### config.mk
export PLATFORM = sky130hd
export DESIGN_NAME = lzd_decoder_flat
export DESIGN_NICKNAME = d
export VERILOG_FILES = /design/src/rtl/lzd_decoder_pkg.sv /design/src/rtl/lzd_decoder_if.sv /design/src/rtl/lzd_decoder.sv /design/src/flat_wrapper.sv
export SDC_FILE = /design/constraint.sdc
export NUM_CORES = 1
export LEC_CHECK = 0
export ABC_AREA = 1
export ABC_CLOCK_PERIOD_IN_PS = 1410
export CAP_MARGIN = 20
export CORE_MARGIN = 2
export CORE_UTILIZATION = 40
export CTS_BUF_LIST = sky130_fd_sc_hd__clkbuf_8
export DETAILED_ROUTE_END_ITERATION = 10
export PLACE_DENSITY = 0.73
export RECOVER_POWER = 50
export SKIP_LAST_GASP = 1
export SYNTH_ARGS = -nofsm -noshare
export SYNTH_HDL_FRONTEND = slang
export SYNTH_SLANG_ARGS = --single-unit
### constraint.sdc
create_clock -name clk -period 1.41 [get_ports clk]
set_clock_uncertainty 0.15 [all_clocks]
set_input_delay 0.282 -clock clk [delete_from_list [all_inputs] [get_ports clk]]
set_output_delay 0.282 -clock clk [all_outputs]
set_load 0.01 [all_outputs]
### src/rtl/lzd_decoder_pkg.sv
// Shared types and helpers for the LZD compress/expand datapath.
// The encoder side imports the same package for cnt_w().
package lzd_pkg;

    typedef enum logic [1:0] {
        IDLE,
        SHIFT,
        DONE
    } state_e;

    localparam int DEFAULT_WIDTH  = 8;
    localparam int DEFAULT_MANT_W = 3;

    function automatic int cnt_w(input int width);
        return $clog2(width + 1);
    endfunction

endpackage

### src/rtl/lzd_decoder_if.sv
// Request/result handshake bundle between the LZD decoder and its neighbours.
// master drives requests and takes results; slave is the decoder.
interface lzd_decoder_if
    import lzd_pkg::*;
#(
    parameter int WIDTH  = DEFAULT_WIDTH,
    parameter int MANT_W = DEFAULT_MANT_W,
    parameter int CNT_W  = cnt_w(DEFAULT_WIDTH)
) ();

    logic              in_valid;
    logic              in_ready;
    logic [CNT_W-1:0]  in_count;
    logic [MANT_W-1:0] in_mant;
    logic              out_valid;
    logic              out_ready;
    logic [WIDTH-1:0]  out_data;

    modport master (
        output in_valid, in_count, in_mant, out_ready,
        input  in_ready, out_valid, out_data
    );

    modport slave (
        input  in_valid, in_count, in_mant, out_ready,
        output in_ready, out_valid, out_data
    );

endinterface

### src/rtl/lzd_decoder.sv
// Expands (leading-zero count, mantissa) back to a WIDTH-bit value by walking
// the MSB-aligned mantissa right one bit per cycle; truncated bits return as 0.
module lzd_decoder
    import lzd_pkg::*;
#(
    parameter int WIDTH  = DEFAULT_WIDTH,
    parameter int MANT_W = DEFAULT_MANT_W
) (
    input logic         clk,
    input logic         rst,
    lzd_decoder_if.slave bus
);

    localparam int CNT_W = cnt_w(WIDTH);
    localparam int PAD_W = WIDTH - 1 - MANT_W;

    state_e            state_q;
    logic [WIDTH-1:0]  shift_q;
    logic [CNT_W-1:0]  remaining_q;

    logic              accept;
    logic [WIDTH-1:0]  loadValue;

    assign accept    = bus.in_valid && bus.in_ready;
    assign loadValue = WIDTH'({1'b1, bus.in_mant}) << PAD_W;

    // Counts of WIDTH or more all mean "the value was zero"; no shifting needed.
    always_ff @(posedge clk) begin
        if (rst) begin
            state_q     <= IDLE;
            shift_q     <= '0;
            remaining_q <= '0;
        end else begin
            case (state_q)
                IDLE: begin
                    if (accept) begin
                        remaining_q <= bus.in_count;
                        if (bus.in_count >= CNT_W'(WIDTH)) begin
                            shift_q <= '0;
                            state_q <= DONE;
                        end else begin
                            shift_q <= loadValue;
                            state_q <= (bus.in_count == '0) ? DONE : SHIFT;
                        end
                    end
                end
                SHIFT: begin
                    shift_q     <= shift_q >> 1;
                    remaining_q <= remaining_q - CNT_W'(1);
                    if (remaining_q == CNT_W'(1)) begin
                        state_q <= DONE;
                    end
                end
                DONE: begin
                    if (bus.out_ready) begin
                        state_q <= IDLE;
                    end
                end
                default: state_q <= IDLE;
            endcase
        end
    end

    assign bus.in_ready  = !rst && (state_q == IDLE);
    assign bus.out_valid = (state_q == DONE);
    assign bus.out_data  = shift_q;

endmodule

### src/flat_wrapper.sv
// flat-port wrapper written by rule: the top's interface ports become plain ports
module lzd_decoder_flat import lzd_pkg::*;
#(
    parameter int WIDTH  = DEFAULT_WIDTH,
    parameter int MANT_W = DEFAULT_MANT_W
)
  (clk, rst, bus_in_valid, bus_in_count, bus_in_mant, bus_out_ready, bus_in_ready, bus_out_valid, bus_out_data);
  lzd_decoder_if #(.WIDTH(WIDTH), .MANT_W(MANT_W), .CNT_W((cnt_w((8))))) bus_i ();
  input logic clk;
  input logic rst;
  input wire logic [$bits(bus_i.in_valid)-1:0] bus_in_valid;
  input wire logic [$bits(bus_i.in_count)-1:0] bus_in_count;
  input wire logic [$bits(bus_i.in_mant)-1:0] bus_in_mant;
  input wire logic [$bits(bus_i.out_ready)-1:0] bus_out_ready;
  output wire logic [$bits(bus_i.in_ready)-1:0] bus_in_ready;
  output wire logic [$bits(bus_i.out_valid)-1:0] bus_out_valid;
  output wire logic [$bits(bus_i.out_data)-1:0] bus_out_data;
  assign bus_i.in_valid = bus_in_valid;
  assign bus_i.in_count = bus_in_count;
  assign bus_i.in_mant = bus_in_mant;
  assign bus_i.out_ready = bus_out_ready;
  assign bus_in_ready = bus_i.in_ready;
  assign bus_out_valid = bus_i.out_valid;
  assign bus_out_data = bus_i.out_data;
  lzd_decoder #(.WIDTH(WIDTH), .MANT_W(MANT_W)) u_core (.clk(clk), .rst(rst), .bus(bus_i));
endmodule
==> run metrics <==
WP data required 0.98 ns; RSZ-0062 raised after global routing no; Clock Root Buffer clkbuf_8; share of cells above drive strength 1 23.1%; htree depth 1; global-route wire length before repair 2840 um; max_slew headroom 84.5%; net count after synthesis 123; setup TNS 0 ns; CTS tree yes; fin nets 157; outcome finished clean; overall routing resource usage 18.3%; total I/O pin count 21; PortBufs 20; CP arrival 0.93 ns; dpl hpwl 1280 um; Non-Filler Instances 168; # rows 15; routability cong. 0.838; most frequent cells in the layout nand2_1 (29), nand3_1 (18), nor2_1 (11); CORE AREA 1760 um2; #FFs+latches synth 14; fin worst setup slack 0.0493 ns; Final setup viols 0; power density cells 1000 nW/um2; Clock transition at path regs 0.06 ns; Area growth, synth to finish 47.1%; Max FO, Critical Path 5; Max-Cap Viols 0; Remaining DRCs 0; initial core utilization 43.4%; Final Instance Area 1130 um2; Mapped Avg Cell Area 6.96 um2; initial antenna violation count 0; commonest non-fill, non-tap cell in the layout nand2_1; placed insts 162; post-placement cell area 1050 um2; Seq/Total Area, Yosys 36.6%; Initial DRC Count 15; Worst Setup Path Type reg2out; fmax 0.735 GHz; slew at the pin closest to its max-slew limit 0.231 ns; Setup WS pre-CTS -0.427 ns; vias in the first global route 666; Routed Wire Length 1820 um; total CTS buffers 3; die footprint 2280 um2; YS warnings 0; vias post-DR 809; Tmin final 1.36 ns; Worst VDD drop 550 uV; Post-DRT Antenna Nets 0; diodes inserted 0; Period Utilization, post-route 96.5%; Mapped Area 766 um2; routed len/inst 10.8 um; Die Y 47.8 um; Die Wd 47.8 um; final-report max-slew violation count 0; total power 1130 uW; Critical Path Start Type flop; Crit. End Element output pin; worst hold path type in2reg; DR pass1 iterations 4; clock latency on the worst-skew pair 0.25 ns; grt ovf 0; post-DR vias/cell 4.82; pin count of the biggest net entering global routing 12; clock sinks 14; Synth Instances 110; Final Hold Fails 0; Synth cell types 22; Fillers 165; clock buffer depth 2; leakage 0.000534 uW
[path summary, 6_finish.rpt]
path                                               end  cells after the start  slack [ns]                    from
worst min-delay path            u_core.bus.out_data[4]                      3        0.26                     rst
worst max register to register   u_core.remaining_q[2]                      7        0.05   u_core.remaining_q[0]
worst max-delay path                      bus_in_ready                      4        0.05       u_core.state_q[0]
worst min register to register  u_core.bus.out_data[3]                      2        0.33  u_core.bus.out_data[4]
[cell usage after synthesis]
| master | instances | area [um2] |
|---|---|---|
| nand2_1 | 30 | 113 |
| nand3_1 | 18 | 90.1 |
| dfxtp_1 | 14 | 280 |
| nor2_1 | 11 | 41.3 |
| inv_1 | 10 | 37.5 |
| a21oi_1 | 6 | 30.0 |
| a21oi_2 | 3 | 26.3 |
| buf_6 | 2 | 22.5 |
| ha_1 | 2 | 25.0 |
| o21ai_0 | 2 | 10.0 |
| buf_4 | 1 | 7.51 |
| clkbuf_1 | 1 | 3.75 |
| inv_4 | 1 | 6.26 |
| nand2_4 | 1 | 11.3 |
| nand3_2 | 1 | 10.0 |
| nand4_1 | 1 | 6.26 |
| nor2_4 | 1 | 11.3 |
| nor3_1 | 1 | 5.00 |
| nor3_2 | 1 | 10.0 |
| o21ai_1 | 1 | 5.00 |
| o31ai_1 | 1 | 7.51 |
| or2_2 | 1 | 6.26 |
[state kept, by name, summed over array words and instances (netlist names)]
register,count
u_core.bus.out_data,8
u_core.remaining_q,4
u_core.state_q,2
[critical path, stage by stage, from the launching register on]
cell	delay, ns
dfxtp_2	0.35
nor2_4	0.11
nand2_1	0.05
inv_1	0.05
clkbuf_2	0.12
[routing by layer]
metal | wire, um | share of wire (%) | vias up | GRT usage (%)
met5 | 0 | 0 | - | 0
met4 | 22 | 1.2 | 0 | 6.49
met3 | 90 | 4.9 | 5 | 5.66
met2 | 851 | 47 | 22 | 29.1
met1 | 857 | 47 | 359 | 23.4
li1 | - | - | 423 | -
[per-stage QoR]
| stage | hold WS [ns] | utilization (%) |
|---|---|---|
| final | 0.256 | 63.8 |
| after global placement | 0.317 | 59.3 |
| after global routing | 0.290 | 63.8 |
| after CTS | 0.331 | 62.8 |
| after detailed placement | 0.324 | 59.3 |
| after floorplan | 0.287 | - |
[layout make-up]
class | count | area, um2 | area share [%]
Tap cell | 25 | 31.3 | 2.78
Clock buffer | 4 | 55.1 | 4.89
Inverter | 11 | 46.3 | 4.11
Timing Repair Buffer | 33 | 279 | 24.8
Multi-Input combinational cell | 81 | 427 | 37.9
Sequential cell | 14 | 288 | 25.6
[report_power, final]
| part | internal, uW | switching [uW] | total, uW |
|---|---|---|---|
| Clock | 248 | 152 | 400 |
| Combinational | 134 | 153 | 288 |
| Sequential | 421 | 18.9 | 440 |
| Total | 803 | 324 | 1130 |
[repair_timing]
action	CTS	global route
endpoints found under the hold margin	0	0
hold buffers	0	0
endpoints found under the setup margin	18	15
pin swaps	1	2
setup buffers	0	1
gates resized for setup	19	8
cloned	1	0
[cells by family (layout without fill, tap and decap cells)]
kind of cell,count (synthesis),after routing,share of synthesized area [%]
AO/OA/AOI/OAI,13,13,10.3
adder cells (fa/ha/maj),2,2,3.27
buffers and inverters,15,48,10.1
AND/OR/NAND/NOR,66,66,39.7
flip-flops,14,14,36.6
Note: power is estimated with default switching activity, not from simulation.
